## src/rtl/scan_ctrl_pkg.sv

```systemverilog
// rtl/scan_ctrl_pkg.sv - shared types and sizing helpers for the scan chain controller
package scan_ctrl_pkg;

    typedef enum logic [2:0] {
        ST_IDLE   = 3'd0,
        ST_LOAD   = 3'd1,
        ST_CAPT   = 3'd2,
        ST_UNLOAD = 3'd3,
        ST_DONE   = 3'd4
    } state_t;

    // Bit counter width: wide enough to hold N itself
    function automatic int CNT_W(input int n);
        return $clog2(n + 1);
    endfunction

endpackage

```

## src/rtl/scan_chain_ctrl.sv

```systemverilog
// rtl/scan_chain_ctrl.sv - load/capture/unload scan test controller with masked compare
module scan_chain_ctrl
    import scan_ctrl_pkg::*;
#(
    parameter int N     = 8,
    parameter int ERR_W = 16
) (
    input  logic             clk,
    input  logic             rst_n,
    input  logic             pat_valid,
    output logic             pat_ready,
    input  logic [N-1:0]     pat_data,
    input  logic [N-1:0]     pat_exp,
    input  logic [N-1:0]     pat_mask,
    output logic             scan,
    output logic             scan_data,
    input  logic             scan_out,
    output logic             resp_valid,
    input  logic             resp_ready,
    output logic [N-1:0]     resp_data,
    output logic             resp_mismatch,
    output logic [ERR_W-1:0] err_cnt,
    output logic             busy
);

    localparam int CW = CNT_W(N);

    state_t          r_state;
    state_t          w_next;
    logic [CW-1:0]   r_cnt;
    logic [N-1:0]    r_sh;
    logic [N-1:0]    r_exp;
    logic [N-1:0]    r_mask;
    logic [N-1:0]    r_resp;
    logic            r_scan;
    logic            r_sdata;
    logic            r_rvalid;
    logic            r_mm;
    logic [ERR_W-1:0] r_err;

    logic            w_accept;
    logic            w_last;
    logic [N-1:0]    w_resp_nxt;
    logic            w_mm_nxt;
    logic            w_scan_nxt;
    logic            w_sdata_nxt;

    assign w_accept   = pat_valid && (r_state == ST_IDLE);
    assign w_last     = (r_cnt == CW'(N - 1));
    assign w_resp_nxt = {r_resp[N-2:0], scan_out};
    assign w_mm_nxt   = |((w_resp_nxt ^ r_exp) & r_mask);

    assign pat_ready     = (r_state == ST_IDLE);
    assign busy          = (r_state != ST_IDLE);
    assign scan          = r_scan;
    assign scan_data     = r_sdata;
    assign resp_valid    = r_rvalid;
    assign resp_data     = r_resp;
    assign resp_mismatch = r_mm;
    assign err_cnt       = r_err;

    // State register
    always_ff @(posedge clk or negedge rst_n) begin
        if (!rst_n) r_state <= ST_IDLE;
        else        r_state <= w_next;
    end

    // Next-state decode: LOAD and UNLOAD each run N cycles, CAPT one
    always_comb begin
        w_next = r_state;
        case (r_state)
            ST_IDLE:   if (w_accept)   w_next = ST_LOAD;
            ST_LOAD:   if (w_last)     w_next = ST_CAPT;
            ST_CAPT:                   w_next = ST_UNLOAD;
            ST_UNLOAD: if (w_last)     w_next = ST_DONE;
            ST_DONE:   if (resp_ready) w_next = ST_IDLE;
            default:                   w_next = ST_IDLE;
        endcase
    end

    // Next values of the registered chain controls; stimulus goes out MSB first
    always_comb begin
        w_scan_nxt  = 1'b0;
        w_sdata_nxt = 1'b0;
        case (r_state)
            ST_IDLE: begin
                if (w_accept) begin
                    w_scan_nxt  = 1'b1;
                    w_sdata_nxt = pat_data[N-1];
                end
            end
            ST_LOAD: begin
                if (!w_last) begin
                    w_scan_nxt  = 1'b1;
                    w_sdata_nxt = r_sh[N-1];
                end
            end
            ST_CAPT:   w_scan_nxt = 1'b1;
            ST_UNLOAD: w_scan_nxt = !w_last;
            default: begin
                w_scan_nxt  = 1'b0;
                w_sdata_nxt = 1'b0;
            end
        endcase
    end

    // Datapath: pattern shifter, bit counter, response capture, compare and error count
    always_ff @(posedge clk or negedge rst_n) begin
        if (!rst_n) begin
            r_scan   <= 1'b0;
            r_sdata  <= 1'b0;
            r_cnt    <= '0;
            r_sh     <= '0;
            r_exp    <= '0;
            r_mask   <= '0;
            r_resp   <= '0;
            r_rvalid <= 1'b0;
            r_mm     <= 1'b0;
            r_err    <= '0;
        end else begin
            r_scan  <= w_scan_nxt;
            r_sdata <= w_sdata_nxt;
            case (r_state)
                ST_IDLE: begin
                    if (w_accept) begin
                        r_sh   <= {pat_data[N-2:0], 1'b0};
                        r_exp  <= pat_exp;
                        r_mask <= pat_mask;
                        r_cnt  <= '0;
                    end
                end
                ST_LOAD: begin
                    r_sh  <= {r_sh[N-2:0], 1'b0};
                    r_cnt <= w_last ? '0 : r_cnt + CW'(1);
                end
                ST_CAPT: r_cnt <= '0;
                ST_UNLOAD: begin
                    r_resp <= w_resp_nxt;
                    r_cnt  <= w_last ? '0 : r_cnt + CW'(1);
                    if (w_last) begin
                        r_rvalid <= 1'b1;
                        r_mm     <= w_mm_nxt;
                        if (w_mm_nxt && (r_err != {ERR_W{1'b1}}))
                            r_err <= r_err + ERR_W'(1);
                    end
                end
                ST_DONE: begin
                    if (resp_ready) r_rvalid <= 1'b0;
                end
                default: r_cnt <= '0;
            endcase
        end
    end

endmodule

```

## config.mk

```make
export PLATFORM = sky130hd
export DESIGN_NAME = scan_chain_ctrl
export DESIGN_NICKNAME = d
export VERILOG_FILES = /design/src/rtl/scan_ctrl_pkg.sv /design/src/rtl/scan_chain_ctrl.sv
export SDC_FILE = /design/constraint.sdc
export NUM_CORES = 1
export LEC_CHECK = 0
export ABC_AREA = 1
export CAP_MARGIN = 5
export CORE_MARGIN = 2
export CORE_UTILIZATION = 51
export DETAILED_ROUTE_END_ITERATION = 8
export GPL_TIMING_DRIVEN = 0
export PLACE_DENSITY = 0.79
export SETUP_SLACK_MARGIN = 0.5
export SYNTH_ARGS = -nofsm -noshare
export SYNTH_HDL_FRONTEND = slang
export SYNTH_SLANG_ARGS = --single-unit
```

## constraint.sdc

```tcl
create_clock -name clk -period 2 [get_ports clk]
set_clock_uncertainty 0.1 [all_clocks]
set_input_delay 0.4 -clock clk [delete_from_list [all_inputs] [get_ports clk]]
set_output_delay 0.4 -clock clk [all_outputs]
set_load 0.01 [all_outputs]
```

==> results list <==
* Outcome: complete, no violations
- Growth of design area from synthesis to finish: 58.8%
- The critical path is of the reg -> reg type.
- In the synthesized netlist the async set-or-reset flop fraction comes to 100%.
* Cell count of the worst hold path: 2
* Number of global-route vias before repair: ~3200
- Library cell used as clock root buffer: sky130_fd_sc_hd__clkbuf_8
- The die covers roughly 6400 µm².
* Number of instances in the synthesized netlist: ~350
* First DRT Iteration DRCs: approximately 310
- The initialized floorplan defines 27 standard-cell rows.
- Static Leakage: around 2.2 nW
- The layout has ~280 filler cells.
- Counting every sink on the clock net gives between 50 and 60.
* Start of the worst register-to-register path: err_cnt[0]
* Number of antenna-violating nets in the routed design: 0
- Std-Cell Core Area: 5540 µm²
- Setup slack on the worst reg-to-reg path comes out at between 0.2 and 0.3 ns.
- Sorting the synthesized cells by area gives the leading types as sky130_fd_sc_hd__dfrtp_1, sky130_fd_sc_hd__nand2_1, sky130_fd_sc_hd__nand3_1.
- Including well taps, the total number of placed cells is 484.
- Overflow after GRT: 0
- The synthesized netlist occupies a cell area of just under 3000 µm².
- STA puts the critical path data required time at roughly 2.2 ns.
- The share of synthesized area in the top cell type comes to roughly half.
- STA classifies the critical path startpoint as a flip-flop.
- Setup repair after global routing could not meet its margin everywhere.
- Antenna Cells: 0
* Cell taking the most area after synthesis: sky130_fd_sc_hd__dfrtp_1
- For the worst flop-to-flop path, the logic depth is 11.
- For this design the top-level I/O count stands at slightly below 60.
* Sequential area share after synthesis: ~50%
- Clock slew at reported path FFs: roughly 0.080 ns
- The number of nets in the synthesized netlist is ~380.
- Weighted congestion reported at the end of routability-driven placement: about 0.92
* Max-cap violations: 0
- Entering global routing, the biggest net connects 42 pins.
- Clock tree buffer depth: 2
- Worst Max-Slew Pin Slew: between 0.4 and 0.5 ns
- Yosys mapped the design onto 29 distinct sky130hd cell types.
- In this run the tool buffered the top-level ports with 58 buffer cells.
- Leading register cell type out of synthesis: sky130_fd_sc_hd__dfrtp_1
- After detailed routing, the number of remaining DRC violations is 0.
- Global-route wire length before repair: roughly 15000 µm
* Minimum clock period: about 1.7 ns
- Remaining max-slew budget at the tightest pin: a little over two thirds
- Number of CTS-inserted buffers: 9
* Number of enable flip-flop cells after synthesis: 0
* Post-detail-place hpwl: approximately 5000 µm
* Antenna violations before repair: 0
- R2R Path End: err_cnt[10]
- The worst setup path is captured at a flip-flop.
- For this design the ratio of total power to cell area is 1220 nW/µm².
- Data arrival time of the worst path: roughly 1.9 ns
- Along the worst path, the maximum fanout reaches 7.
- Maximum level of the CTS H-tree: 3
- Share of the clock period used by the worst path after layout: 86.9%
- The final layout contains routed wiring with a total length of 10900 µm.
- The design draws around 5.7 mW.
* Most frequently used cell type in the post-synthesis netlist: sky130_fd_sc_hd__nand2_1
- Endpoint, Worst Hold: resp_data[7]
- Finished Layout Cells: between 500 and 600
- Post-DR wirelength/cell: around 19 µm
- Count of nets after finishing: 516
* Initial core utilization: about 53%
- Synthesis inferred 58 register bits.
- Synth warn: 0
- The worst hold path begins at resp_data[7].
- Vias: 3336
* Hold violation total from the final report: 0
- Most used standard cells in the synthesized netlist: sky130_fd_sc_hd__nand2_1, sky130_fd_sc_hd__dfrtp_1, sky130_fd_sc_hd__inv_1
- TritonCTS built the clock tree.
* Chip width: approximately 80 µm
- Maximum vdd ir drop: about 1000 µV
- Across all hold checks on the routed design, the worst slack comes to around 0.4 ns.
- Global routing used 31.4% of the available tracks.
- Dividing the detail-routed via count by the number of cells gives 5.94.
- Clock latency on the worst-skew pair, taken at its later pin, is between 0.3 and 0.4 ns.
- The first TritonRoute pass finished after 7 iterations.
- Setup violations remaining at the end of the flow were counted as 0.
- Cells with a size suffix above 1 make up a little under two fifths of the layout.
- Synthesized area divided by synthesized cell count: roughly 8.4 µm²
* Die outline height: 80.1 µm
- Timing would allow up to ~580 MHz.
- Fin. max-slew vios: 0
* Class of the worst hold path: reg -> reg
-- logic make-up after synthesis --
family          synth area share, %
compound gates                 6.74
xor+xnor                       2.08
fa+ha+maj                     0.848
buf+inv                        7.34
flops                          49.2
mux                            3.05
simple gates                   30.7
-- placed cells by master (no fill, tap or decap), types with 2 or more instances in the layout --
master,synthesis,routed
sky130_fd_sc_hd__buf_4,1,46
sky130_fd_sc_hd__nand3_1,30,27
sky130_fd_sc_hd__xnor2_1,4,4
sky130_fd_sc_hd__clkdlybuf4s15_1,0,5
sky130_fd_sc_hd__dfrtp_2,0,9
sky130_fd_sc_hd__a21oi_2,0,5
sky130_fd_sc_hd__o211ai_1,3,3
sky130_fd_sc_hd__o21ai_1,4,4
sky130_fd_sc_hd__clkbuf_8,0,12
sky130_fd_sc_hd__buf_2,2,10
sky130_fd_sc_hd__nor2_2,0,4
sky130_fd_sc_hd__nand4_1,22,22
sky130_fd_sc_hd__nor2_4,3,13
sky130_fd_sc_hd__o21ai_0,10,8
sky130_fd_sc_hd__inv_1,37,36
sky130_fd_sc_hd__nand2_2,5,15
sky130_fd_sc_hd__nand2_1,102,86
sky130_fd_sc_hd__buf_8,0,3
sky130_fd_sc_hd__mux2_1,8,6
sky130_fd_sc_hd__nand2_8,0,3
sky130_fd_sc_hd__nand2_4,1,5
sky130_fd_sc_hd__clkinvlp_4,0,4
sky130_fd_sc_hd__clkbuf_2,0,14
sky130_fd_sc_hd__buf_6,3,17
sky130_fd_sc_hd__nand3_2,1,2
sky130_fd_sc_hd__nor2_1,26,12
sky130_fd_sc_hd__buf_12,0,2
sky130_fd_sc_hd__a21oi_1,11,6
sky130_fd_sc_hd__inv_2,4,4
sky130_fd_sc_hd__mux2_4,0,2
sky130_fd_sc_hd__o221ai_2,0,4
sky130_fd_sc_hd__xor2_1,3,3
sky130_fd_sc_hd__dfrtp_1,58,49
sky130_fd_sc_hd__bufinv_16,0,2
sky130_fd_sc_hd__clkdlybuf4s50_1,0,26
sky130_fd_sc_hd__nand3_4,2,4
-- where the power goes --
group | internal, mW | total, mW | switching (mW) | leakage (nW)
logic | 1.16 | 2.61 | 1.45 | 1.41
clock network | 0.734 | 1.28 | 0.545 | 0.101
registers | 1.57 | 1.84 | 0.273 | 0.716
total | 3.46 | 5.73 | 2.27 | 2.23
-- critical path, stage by stage, from the launching register on --
cell,delay [ns]
sky130_fd_sc_hd__dfrtp_2,0.43
sky130_fd_sc_hd__buf_6,0.13
sky130_fd_sc_hd__ha_4,0.16
sky130_fd_sc_hd__nand3_4,0.08
sky130_fd_sc_hd__inv_2,0.05
sky130_fd_sc_hd__nand2_4,0.06
sky130_fd_sc_hd__nor2_4,0.04
sky130_fd_sc_hd__nand3_4,0.11
sky130_fd_sc_hd__nand3_4,0.15
sky130_fd_sc_hd__buf_6,0.18
sky130_fd_sc_hd__nand2_2,0.08
sky130_fd_sc_hd__nand2_2,0.06
-- flip-flops by register name (all words and copies together), names as in the netlist --
register / cells
err_cnt: 16
r_exp: 8
r_mask: 8
resp_data: 8
r_sh: 7
r_cnt: 4
r_state: 3
resp_mismatch: 1
resp_valid: 1
scan: 1
scan_data: 1
-- worst max path at each step --
stage / slack, ns / cells after the start / startpoint / to
global placement: -1.56 / 1 / rst_n / err_cnt[0]
finish: 0.26 / 11 / err_cnt[0] / err_cnt[10]
global route: 0.21 / 10 / err_cnt[6] / err_cnt[10]
CTS: 0.33 / 4 / r_state[2] / pat_ready
detailed placement: -0.22 / 10 / scan_out / err_cnt[14]
floorplan: 0.47 / 10 / err_cnt[0] / err_cnt[2]
-- per-layer routing --
layer / vias up / part of all wire (%) / global-route usage [%]
met4: 0 / 5.8 / 14.7
li1: 1431 / - / -
met2: 225 / 49 / 53.3
met3: 77 / 9.2 / 9.33
met5: - / 0 / 0
met1: 1603 / 36 / 36.4
-- stage by stage --
stage / area, µm² / setup TNS [ns] / setup WS, ns / util (%)
after floorplan: 2980 / 0 / 0.466 / -
after global placement: 3650 / -81.95 / -1.56 / 65.9
after detailed placement: 3670 / -4.10 / -0.215 / 66.2
after CTS: 4460 / 0 / 0.327 / 80.5
after global routing: 4690 / 0 / 0.211 / 84.6
final: 4690 / 0 / 0.262 / 84.6
-- repair_timing --
action                                  4_1_cts  5_1_grt
pin swaps                                    22       12
setup buffers                                47        8
gates resized for setup                     133       80
endpoints found under the setup margin       76       65
gates cloned                                  5        1
hold buffers                                  1        0
endpoints found under the hold margin        17        0
-- cell type report --
class	count	area (µm²)	area share, %
Buffer	9	123	2.62
Clock buffer	10	138	2.94
Clock inverter	6	90.1	1.92
Inverter	41	156	3.34
Multi-Input combinational cell	246	1600	34.1
Sequential cell	58	1460	31.2
Tap cell	72	90.1	1.92
Timing Repair Buffer	120	1030	21.9
Power figures use the tool's default switching activity.
